`src/rtl/ascon_session_ctrl.sv`:
```
// ---------------------------------------------------------------------------
// ascon_session_ctrl
//
// Runs one complete ASCON encrypt or decrypt session on the bit-serial ascon
// core. A parallel request is accepted over valid/ready. The core is held in
// reset, and every operand is then streamed in MSB first. The controller
// issues the start strobe for the requested mode and waits for the core's
// done flag. It then deserialises the core's LSB-first text/tag results into
// a parallel response, which it returns over valid/ready.
//
// Ports
//   clk, rst            clock, asynchronous active-low reset
//   req_*               request handshake and operands (mode 0 enc, 1 dec)
//   rsp_*               response handshake, text, tag, auth flag, error flag
//   core_rst            synchronous active-high reset to the core
//   core_*_bit          serial operand bits into the core
//   core_en_start,
//   core_dec_start      start strobes, held until the matching ready flag
//   core_en_ready,
//   core_de_ready       core done flags (also qualify the output stream)
//   core_text_o,
//   core_tag_o,
//   core_auth           serial result bits and authentication flag
// ---------------------------------------------------------------------------
module ascon_session_ctrl #(
  parameter int KEY_l   = 128,
  parameter int A_l     = 40,
  parameter int TEXT_l  = 40,
  parameter int TIMEOUT = 4096
) (
  input  logic              clk,
  input  logic              rst,

  input  logic              req_valid,
  output logic              req_ready,
  input  logic              req_mode,
  input  logic [KEY_l-1:0]  req_key,
  input  logic [127:0]      req_nonce,
  input  logic [A_l-1:0]    req_ad,
  input  logic [TEXT_l-1:0] req_text,
  input  logic [127:0]      req_tag,

  output logic              rsp_valid,
  input  logic              rsp_ready,
  output logic [TEXT_l-1:0] rsp_text,
  output logic [127:0]      rsp_tag,
  output logic              rsp_auth,
  output logic              rsp_err,

  output logic              core_rst,
  output logic              core_key_bit,
  output logic              core_nonce_bit,
  output logic              core_ad_bit,
  output logic              core_text_bit,
  output logic              core_tag_bit,
  output logic              core_en_start,
  output logic              core_dec_start,
  input  logic              core_en_ready,
  input  logic              core_de_ready,
  input  logic              core_text_o,
  input  logic              core_tag_o,
  input  logic              core_auth
);

  // Longest serial operand (LOAD runs MAXL+1 cycles) and longest result
  // (CAPT runs CAPL cycles).
  localparam int KT_MAX  = (KEY_l > TEXT_l) ? KEY_l : TEXT_l;
  localparam int A_MAX   = (A_l > 128) ? A_l : 128;
  localparam int MAXL    = (KT_MAX > A_MAX) ? KT_MAX : A_MAX;
  localparam int CAPL    = (TEXT_l > 128) ? TEXT_l : 128;

  // One counter serves as the LOAD bit index, the START wait counter and the
  // CAPT bit index, so it is sized for the largest of the three.
  localparam int CNT_LC  = (MAXL > CAPL) ? MAXL : CAPL;
  localparam int CNT_TOP = (CNT_LC > TIMEOUT) ? CNT_LC : TIMEOUT;
  localparam int CW      = $clog2(CNT_TOP + 1);

  typedef enum logic [2:0] {
    S_IDLE,
    S_CRST,
    S_LOAD,
    S_START,
    S_CAPT,
    S_DONE
  } state_e;

  state_e            state_q, state_d;
  logic [CW-1:0]     cnt_q, cnt_d;
  logic              mode_q, mode_d;

  // Operand registers double as MSB-first shift registers during LOAD. Once
  // an operand's own width has gone by, zeros shift into its MSB, so it reads
  // 0 for the remaining LOAD cycles without any per-operand compare.
  logic [KEY_l-1:0]  key_q, key_d;
  logic [127:0]      nonce_q, nonce_d;
  logic [A_l-1:0]    ad_q, ad_d;
  logic [TEXT_l-1:0] text_q, text_d;
  logic [127:0]      tag_q, tag_d;

  logic [TEXT_l-1:0] rsp_text_q, rsp_text_d;
  logic [127:0]      rsp_tag_q, rsp_tag_d;
  logic              rsp_auth_q, rsp_auth_d;
  logic              rsp_err_q, rsp_err_d;

  logic              core_ready;

  // The done flag that matters is the one for the mode in flight.
  assign core_ready = mode_q ? core_de_ready : core_en_ready;

  // NOTE: every signal written here gets a default first, so no path can
  // leave one unassigned and infer a latch.
  always_comb begin
    state_d    = state_q;
    cnt_d      = cnt_q;
    mode_d     = mode_q;
    key_d      = key_q;
    nonce_d    = nonce_q;
    ad_d       = ad_q;
    text_d     = text_q;
    tag_d      = tag_q;
    rsp_text_d = rsp_text_q;
    rsp_tag_d  = rsp_tag_q;
    rsp_auth_d = rsp_auth_q;
    rsp_err_d  = rsp_err_q;

    unique case (state_q)
      S_IDLE: begin
        if (req_valid) begin
          mode_d    = req_mode;
          key_d     = req_key;
          nonce_d   = req_nonce;
          ad_d      = req_ad;
          text_d    = req_text;
          tag_d     = req_tag;
          rsp_err_d = 1'b0;
          cnt_d     = '0;
          state_d   = S_CRST;
        end
      end

      S_CRST: begin
        cnt_d   = '0;
        state_d = S_LOAD;
      end

      S_LOAD: begin
        key_d   = key_q << 1;
        nonce_d = nonce_q << 1;
        ad_d    = ad_q << 1;
        text_d  = text_q << 1;
        tag_d   = tag_q << 1;
        if (cnt_q == CW'(MAXL)) begin
          cnt_d   = '0;
          state_d = S_START;
        end else begin
          cnt_d = cnt_q + CW'(1);
        end
      end

      S_START: begin
        if (core_ready) begin
          cnt_d   = '0;
          state_d = S_CAPT;
        end else if (cnt_q == CW'(TIMEOUT - 1)) begin
          rsp_err_d = 1'b1;
          state_d   = S_DONE;
        end else begin
          cnt_d = cnt_q + CW'(1);
        end
      end

      S_CAPT: begin
        if (!core_ready) begin
          // The core stopped streaming early, so the response is incomplete.
          rsp_err_d = 1'b1;
          state_d   = S_DONE;
        end else begin
          // Results arrive LSB first. Shifting in at the top puts bit k at
          // index k once the full width has gone by.
          if (cnt_q < CW'(TEXT_l)) rsp_text_d = {core_text_o, rsp_text_q[TEXT_l-1:1]};
          if (cnt_q < CW'(128))    rsp_tag_d  = {core_tag_o, rsp_tag_q[127:1]};
          // The core's auth flag has meaning only for decrypt.
          if (cnt_q == '0)         rsp_auth_d = mode_q ? core_auth : 1'b1;
          if (cnt_q == CW'(CAPL - 1)) begin
            state_d = S_DONE;
          end else begin
            cnt_d = cnt_q + CW'(1);
          end
        end
      end

      S_DONE: begin
        if (rsp_ready) state_d = S_IDLE;
      end

      default: state_d = S_IDLE;
    endcase
  end

  // NOTE: the datapath registers are reset along with the control state. A
  // mid-session reset must return rsp_* to zero immediately, and nothing
  // leftover from a session should sit on the outputs after reset.
  always_ff @(posedge clk or negedge rst) begin
    if (!rst) begin
      state_q    <= S_IDLE;
      cnt_q      <= '0;
      mode_q     <= 1'b0;
      key_q      <= '0;
      nonce_q    <= '0;
      ad_q       <= '0;
      text_q     <= '0;
      tag_q      <= '0;
      rsp_text_q <= '0;
      rsp_tag_q  <= '0;
      rsp_auth_q <= 1'b0;
      rsp_err_q  <= 1'b0;
    end else begin
      // NOTE: state updates are non-blocking, so every register samples the
      // pre-edge values regardless of statement order.
      state_q    <= state_d;
      cnt_q      <= cnt_d;
      mode_q     <= mode_d;
      key_q      <= key_d;
      nonce_q    <= nonce_d;
      ad_q       <= ad_d;
      text_q     <= text_d;
      tag_q      <= tag_d;
      rsp_text_q <= rsp_text_d;
      rsp_tag_q  <= rsp_tag_d;
      rsp_auth_q <= rsp_auth_d;
      rsp_err_q  <= rsp_err_d;
    end
  end

  // Handshake and core controls decode straight from state. Asserting reset
  // therefore forces their idle values at once, without waiting for a clock.
  assign req_ready      = (state_q == S_IDLE);
  assign rsp_valid      = (state_q == S_DONE);
  assign core_rst       = (state_q == S_IDLE) || (state_q == S_CRST);

  assign core_key_bit   = (state_q == S_LOAD) && key_q[KEY_l-1];
  assign core_nonce_bit = (state_q == S_LOAD) && nonce_q[127];
  assign core_ad_bit    = (state_q == S_LOAD) && ad_q[A_l-1];
  assign core_text_bit  = (state_q == S_LOAD) && text_q[TEXT_l-1];
  assign core_tag_bit   = (state_q == S_LOAD) && tag_q[127];

  assign core_en_start  = (state_q == S_START) && !mode_q;
  assign core_dec_start = (state_q == S_START) &&  mode_q;

  assign rsp_text       = rsp_text_q;
  assign rsp_tag        = rsp_tag_q;
  assign rsp_auth       = rsp_auth_q;
  assign rsp_err        = rsp_err_q;

endmodule

```
`config.mk`:
```
export PLATFORM = sky130hd
export DESIGN_NAME = ascon_session_ctrl
export DESIGN_NICKNAME = d
export VERILOG_FILES = /design/src/rtl/ascon_session_ctrl.sv
export SDC_FILE = /design/constraint.sdc
export NUM_CORES = 1
export LEC_CHECK = 0
export BUFFER_PORTS_ARGS = -buffer_cell sky130_fd_sc_hd__buf_2
export CORE_ASPECT_RATIO = 0.5
export CORE_MARGIN = 10
export CORE_UTILIZATION = 40
export DETAILED_ROUTE_END_ITERATION = 10
export PLACE_DENSITY = 0.7
export RECOVER_POWER = 25
export SETUP_SLACK_MARGIN = 0.1
export SLEW_MARGIN = 20
export SYNTH_ARGS = -nofsm -noshare
export SYNTH_HDL_FRONTEND = slang
export SYNTH_SLANG_ARGS = --single-unit
```
`constraint.sdc`:
```
create_clock -name clk -period 6.41 [get_ports clk]
set_clock_uncertainty 0.2 [all_clocks]
set_input_delay 0.9615 -clock clk [delete_from_list [all_inputs] [get_ports clk]]
set_output_delay 0.9615 -clock clk [all_outputs]
set_load 0.02 [all_outputs]
```
Yosys cells after proc, flatten, opt, wreduce, memory -nomap -nowiden
Cells that the tools add are included.

word-level totals
  register bits after elaboration = 651
  bits of input ports = 474

operators by class
  order comparisons = 2
  equal/unequal tests = 19
  $add $sub $neg = 1
  mux-type cells = 32
  reduce and logical (&&, ||, !) cells = 22

operators with widths
  cell                                                                            number
  128-bit one-hot mux with 2 select lines                                         3
  128-bit two-way mux                                                             3
  40-bit one-hot mux with 2 select lines                                          2
  40-bit two-way mux                                                              2
  13-bit two-way mux                                                              6
  13-bit one-hot mux with 5 select lines                                          1
  3-bit two-way mux                                                               7
  3-bit one-hot mux with 6 select lines                                           1
  5-bit AND reduction                                                             3
  2-bit inequality test (second input constant)                                   7
  13-bit by 1-bit adder with 13-bit output (second input constant)                1
  13-bit by 12-bit equality test with 1-bit output (second input constant)        1
  13-bit by 7-bit equality test with 1-bit output (second input constant)         1
  13-bit by 8-bit equality test with 1-bit output (second input constant)         1
  13-bit zero test                                                                1
  13-bit by 6-bit less-than comparator with 1-bit output (second input constant)  1
  13-bit by 8-bit less-than comparator with 1-bit output (second input constant)  1
  3-bit inequality test (second input constant)                                   3
  3-bit AND reduction                                                             3
  1-bit logical AND                                                               7
  3-bit by 2-bit equality test with 1-bit output (second input constant)          2
  3-bit equality test (second input constant)                                     2
  1-bit two-way mux                                                               6
  5-bit nonzero test                                                              1
  9 further kinds                                                                 10

Logic depth before layout (Yosys ltp)
Gate-level depths: netlist of the first run.

  word-level depth = 4
  depth in mapped cells = 8

Worst setup path before layout of the first run
OpenSTA, ideal clock, no wires.

  path type = input-to-reg
  start point = input core_de_ready
  end point = register rsp_tag_q[119] (netlist: rsp_tag[119])
  arrival = 2336 ps
  cell stages on the path = 6
  path slack = 3750 ps
  path buffers = 2
  library setup time = 125 ps
  cells stage by stage = mux2_2 and3_1 nand3_1 buf_2 buf_2 mux2_2

between the ends
  word-level cells in the longest chain between the ends = 2

ends and longest elaborated chain
  what                           line  RTL
  start, declared                59    input logic core_de_ready,
  1-bit two-way mux              108   assign core_ready = mode_q ? core_de_ready : core_en_ready;
  3-bit AND reduction (no line)  -
  end signal, assigned           229   rsp_tag_q <= rsp_tag_d;
  end, declared                  101   logic [127:0] rsp_tag_q, rsp_tag_d;

No other way between the ends.
A chain may end at the register's enable or synchronous reset.

==> flow_summary.ini, run 1 <==
[setup_path]
cp-end-kind = async pin
crit_fanout = 108
cp_slowest_stage_delay_ns = 1.97
path_delay_family = buffers and inverters
critical_path_class = in2async
worst_r2r_path_depth = 6
r2r_start = state_q[2]
slowest_stage = clkbuf_2
path_buf_inv = 2
arrival_ns = 4.43
reg2reg_to = nonce_q[108]
path_common_cell = clkbuf_2
crit_path_cell_trace = clkbuf_2 -> clkbuf_2
cp-start-kind = primary input
timing.critical_path.required_ns = 6.64
r2r_slack_ns = 2.45

[sta]
tns_ns = 0
rsz0062_at_grt = false
finalCriticalPeriod_ns = 4.20
hold_ws_ns = 0.294
max_freq_mhz = 238
tightest_slew_ns = 2.90
finalMaxSlewViolations = 173
hold_violations = 0
fin_crit_sh = 0.655
slew-limit-headroom = -0.933
setup_ws_ns = 2.21
setup_viol_count_final = 0

[grt]
grt_overflow = 0
grt_pass1_vias = 21500
grtUsageTotal = 0.207
antenna_found_initial = 59
grt_max_degree = 255
grt_pass1_wl_mm = 127

[synth]
seq_area_frac_synth = 0.618
synthCells = 2557
syn_area_per_cell_sq_um = 10.3
synth.cell_area_sq_mm = 0.0264
synth_simple_gate_area_share = 0.155
synth_cell_types = 45
synth.area.mux_share = 0.0721
synth_top_area_frac = 0.618
synth-seq-cells = 651
synth_nets = 3033
ys_warn_count = 0
synth_top_family_by_area = simple AND/OR/NAND/NOR gates
synth_xor_xnor_area_share = 0
synthTopCellsByArea = dfrtp_1 62%, nor2_1 13%, o22ai_1 10%
synth_top_area_cell = dfrtp_1
synth-compound-area-share = 0.121
synth_fa_ha_area_frac = 0.000949

[clock_network]
postCtsResizedCells = 0
h-tree-depth = 2
cts_root_buf = clkbuf_16
clockBufferDepth = 3
cts_sinks = 651
clkLatencyLatePin_ns = 0.63
numCtsBuffers = 60
clk_pin_slew_ns = 0.06
hold_buffers = 0
postCtsSetupRepairBufs = 0
cts_tree = built

[worst_hold_path]
hold_start = ad_q[7]
hp-class = reg2reg
min_to = ad_q[7]
hold_path_depth = 2

[run_status]
outcome = finished with violations
violations = max-capacitance violations, max-slew violations

[drt]
drt_first_pass_iters = 7
finalWirelength_mm = 84.2
drc = 0
dr_total_vias = 21600
drt-vias-per-instance = 5.26
wl_per_cell_um = 20.5
ant_nets = 0
first_iter_violations = 1576

[final_layout]
area_growth_pct = 22.6
final_area_sq_mm = 0.0324
fillers = 5930
nNetsFinal = 3587
drive_gt1_frac = 0.301

[floorplan]
core.rowCount = 66
core_area_sq_mm = 0.0652
start_util = 0.405
fp.dieH_um = 202
die_w_um = 383
ios = 654
dieArea_sq_mm = 0.0772

[power]
p_seq_frac = 0.432
power.density_mw_per_mm2 = 457
internal_power_w = 0.00932
combinationalPowerShare = 0.317
p_leak_nw = 15.2
ir_drop_mv = 0.401
switchingPower_w = 0.00546
p_sw_frac = 0.370
pwr-share-clk = 0.250

[placement]
port_buffers = 653
post-place-ws_ns = 2.58
gp_congestion = 0.888
placed_cell_area_sq_mm = 0.0302
dp.final_hpwl_mm = 58.8

[run]
max-cap-violations = 2
Yosys cell counts (all sizes together):
master	count
ha	2
nand3	11
and3b	1
nor4b	1
nand3b	3
or3b	1
and2	1
a211o	1
clkbuf	33
and4	2
a21o	2
o21bai	1
o22ai	430
nand2	81
mux2	169
nand4b	1
a21oi	6
o21ai	8
nand4	7
o211ai	5
nor2	907
buf	148
o2bb2ai	4
a41o	1
dfrtp	651
a221oi	2
a31oi	31
a211oi	5
o41a	1
a22o	5
inv	9
nor2b	3
and3	9
or3	3
nor3	8
nor4	3
a221o	1
through the flow:
stage / std cells / util / power (W)
after floorplan: 2557 / - / 0.00986
after global placement: 3933 / 0.464 / 0.0109
after detailed placement: 3933 / 0.464 / 0.0111
after CTS: 4043 / 0.495 / 0.0148
after global routing: 4100 / 0.497 / 0.0159
final: 4102 / 0.497 / 0.0148
logic make-up after synthesis:
kind of cell               Yosys count
muxes                              169
AOI/OAI and AO/OA                  503
adders and majority gates            2
buffers and inverters              190
and+or+nand+nor                   1042
DFF                                651
metal layers:
metal | global-route usage | part of all wire
met5 | 0 | 0.00015
met4 | 0.112 | 0.045
met3 | 0.0343 | 0.040
met2 | 0.370 | 0.54
met1 | 0.234 | 0.38
final cells by class:
type / count / area, sq um / area share
Clock buffer: 89 / 1740 / 0.0538
Multi-Input combinational cell: 1716 / 9250 / 0.286
Sequential cell: 651 / 16300 / 0.503
Antenna cell: 59 / 148 / 0.00456
Clock inverter: 21 / 258 / 0.00797
Inverter: 9 / 33.8 / 0.00104
Tap cell: 884 / 1110 / 0.0342
Timing Repair Buffer: 673 / 3530 / 0.109
worst max path at each step:
stage / startpoint / endpoint / depth (start not counted)
finish: rst / ad_q[10] / 2
global placement: core_de_ready / rsp_tag[88] / 6
detailed placement: core_de_ready / rsp_tag[105] / 6
CTS: state_q[2] / nonce_q[92] / 6
global route: rst / ad_q[10] / 2
floorplan: core_de_ready / rsp_tag[119] / 6
power groups by stage:
stage	Combinational (W)	Clock, W	Sequential, W
floorplan	0.00366	0	0.00621
global placement	0.00453	0	0.00637
detailed placement	0.00469	0	0.00643
CTS	0.00471	0.00376	0.00637
global route	0.00537	0.00394	0.00655
finish	0.00469	0.00370	0.00639
flip-flops by register name, summed over array words and instances (netlist names):
| register | count |
|---|---|
| nonce_q | 128 |
| key_q | 128 |
| rsp_text | 40 |
| rsp_auth | 1 |
| rsp_tag | 128 |
| mode_q | 1 |
| rsp_err | 1 |
| tag_q | 128 |
| text_q | 40 |
| state_q | 3 |
| cnt_q | 13 |
| ad_q | 40 |
cells in the final DEF, fill, tap and decap left out, types with 2 or more instances in the layout:
master,synthesis,final
nor2_1,907,906
a31oi_1,31,31
o21ai_0,8,8
mux2_2,169,169
a21o_1,2,2
clkinv_8,0,3
inv_6,0,3
diode_2,0,59
buf_12,0,9
clkbuf_16,0,60
nand2_1,81,78
nor2b_1,3,3
or3_1,3,3
clkbuf_1,33,16
nand3b_1,3,3
o2bb2ai_1,4,4
clkbuf_8,0,13
ha_1,2,2
clkinvlp_4,0,3
o22ai_1,430,430
nor4_1,2,2
a211oi_1,5,5
nand2_4,0,3
a21oi_1,6,6
buf_2,99,652
inv_1,9,9
clkbuf_2,0,2
a22o_1,5,5
nand4_1,6,6
clkinv_2,0,8
and3_1,9,9
dfrtp_1,651,651
o211ai_1,5,5
nor3_1,6,6
bufinv_16,0,4
buf_4,9,10
nand3_1,11,10
nor3_2,2,2
Note: power is estimated with default switching activity, not from simulation.
==> run 2, diff against run 1 <==
- ABC_AREA: default -> 1
- clock period: 6.41 -> 4.2 ns (I/O delays scaled with it)
==> run 2 against run 1 <==
- the flow still finishes with violations (max-capacitance violations, max-slew violations)
- combinational power down 91%
- clock power up 64%
- utilization up 0.59 points
- first-iteration DRC count up 22%
- die area up 0.81%
- final area up 1.6%
- global-route usage up 0.13 points
- critical path depth up 1
- synthesized cell count up 15%
- sequential power down 2%
- largest cell class unchanged
- largest power group unchanged
==> flow_summary.ini, run 2 <==
[synth]
synthTopCellsByArea = dfrtp_1 61%, nor2_1 13%, o22ai_1 10%
synth_top_area_cell = dfrtp_1
synth_nets = 3413
ys_warn_count = 0
syn_area_per_cell_sq_um = 9.06
seq_area_frac_synth = 0.612
synth.cell_area_sq_mm = 0.0266
synth_commonest_cells = 919 x nor2_1, 651 x dfrtp_1, 429 x o22ai_1
synth_edf_count = 0
ys.flop_type = dfrtp_1
synth_cell_types = 30
synthCells = 2937
synthArstFlopShare = 1.00
yosysMostFrequentCell = nor2_1
synth-seq-cells = 651
synth_top_area_frac = 0.612

[final_layout]
layout_common_cells = 919 x nor2_1, 652 x buf_2, 651 x dfrtp_1
layout.cells.non_filler = 4472
area_growth_pct = 23.5
drive_gt1_frac = 0.226
mostFrequentLayoutCell = nor2_1
nNetsFinal = 3967

[grt]
busiest_layer = met2
grt_max_degree = 168
grt_pass1_vias = 22800
grt_pass1_wl_mm = 130
grt_overflow = 0
use_met1 = 0.234
grtUsageMet2 = 0.370
grtUsageTotal = 0.208
antenna_found_initial = 47
grt_use_met3 = 0.0297

[clock_network]
cts_sinks = 651
clkLatencyLatePin_ns = 0.62
clockBufferDepth = 3
h-tree-depth = 2
cts_root_buf = clkbuf_16
clk_pin_slew_ns = 0.07
numCtsBuffers = 60
cts_tree = built

[floorplan]
core_area_sq_mm = 0.0654
core.rowCount = 66
fp.dieH_um = 202
dieArea_sq_mm = 0.0779
die_w_um = 385
start_util = 0.407
ios = 654

[run]
max-cap-violations = 1

[sta]
rsz0062_at_grt = false
hold_violations = 0
tns_ns = 0
fin_crit_sh = 0.785
tightest_slew_ns = 2.55
finalCriticalPeriod_ns = 3.29
slew-limit-headroom = -0.697
finalMaxSlewViolations = 80
setup_viol_count_final = 0
max_freq_mhz = 303

[placement]
dp.final_hpwl_mm = 61.3
port_buffers = 653
gp_congestion = 0.849
placed_cells = 4311

[setup_path]
crit_fanout = 85
timing.critical_path.required_ns = 4.69
slowest_stage = clkbuf_2
path_common_cell = clkbuf_2
cp-start-kind = primary input
cp_slowest_stage_delay_ns = 1.74
critical_path_class = in2async
cp-end-kind = async pin
crit_path_cell_trace = dlygate4sd3_1 -> clkbuf_2 -> clkbuf_2
arrival_ns = 3.78

[drt]
dr_total_vias = 23000
wl_per_cell_um = 19.1
first_iter_violations = 1917
finalWirelength_mm = 85.3
ant_nets = 0
drc = 0
drt-vias-per-instance = 5.14
drt_first_pass_iters = 8

[power]
power.density_mw_per_mm2 = 388
ir_drop_mv = 0.307
p_leak_nw = 18.1

[run_status]
violations = max-capacitance violations, max-slew violations
outcome = finished with violations

[worst_hold_path]
hp-class = in2reg
==> run 2: metal layers <==
metal  part of all wire  vias up  wire, um
li1                   -    10900         -
met1               0.37    11200     31800
met2               0.54      638     45700
met3              0.039      218      3340
met4              0.053        0      4510
met5                  0        -         0
==> run 2: path summary, 6_finish.rpt <==
kind                       slack [ns]        start  cells past startpoint           to
setup / recovery                 0.91          rst                      3    key_q[43]
setup reg to reg                 1.26   state_q[0]                      7   nonce_q[0]
hold / removal                   0.06   req_key[0]                      2     key_q[0]
max in group clk                 0.95   state_q[2]                      4  core_ad_bit
hold reg to reg                  0.29  rsp_text[0]                      2  rsp_text[0]
min in group asynchronous        1.11          rst                      2   text_q[19]
==> run 2: logic make-up after synthesis <==
kind of cell | Yosys count | synth area share
and+or+nand+nor | 1291 | 0.186
DFF | 651 | 0.612
AOI/OAI and AO/OA | 645 | 0.144
buffers and inverters | 344 | 0.0556
xor gates and xnor gates | 4 | 0.00132
adders and majority gates | 2 | 0.000940
==> run 2: where the power goes <==
| part | total [W] | switching (W) | internal (W) | leakage (nW) |
|---|---|---|---|---|
| Clock | 0.00605 | 0.00248 | 0.00357 | 1.07 |
| Combinational | 0.000426 | 0.000236 | 0.000191 | 8.40 |
| Sequential | 0.00627 | 0 | 0.00627 | 8.59 |
==> run 2: final cells by class <==
type                            count  area [sq um]
Fill cell                        6145         32500
Inverter                          148           564
Clock inverter                     24           404
Timing Repair Buffer              688          3700
Tap cell                          884          1110
Sequential cell                   651         16300
Multi-Input combinational cell   1942          8880
Antenna cell                       51           128
Clock buffer                       84          1780
==> run 2: worst max-delay path: cells and delay by family <==
family,cells,cell delay (ns)
buffers and inverters,3,3.05
==> run 2: what timing repair did <==
action / 4_1_cts / 5_1_grt
hold endpoints to repair: 72 / 0
resized for setup: 0 / 0
hold buffers: 2 / 0
setup buffers: 0 / 0
==> run 2: stage by stage <==
| step | setup WS (ns) | power (W) | util | area [sq um] | hold WS [ns] |
|---|---|---|---|---|---|
| 2_1_floorplan | 1.85 | 0.00641 | - | 26600 | 0.134 |
| 3_3_place_gp | 1.36 | 0.00682 | 0.467 | 30500 | 0.263 |
| 3_5_place_dp | 1.26 | 0.00682 | 0.467 | 30500 | 0.267 |
| 4_1_cts | 0.910 | 0.0129 | 0.501 | 32800 | 0.0272 |
| 5_1_grt | 0.460 | 0.0132 | 0.502 | 32900 | 0.0377 |
| 6_report | 0.905 | 0.0127 | 0.503 | 32900 | 0.0595 |
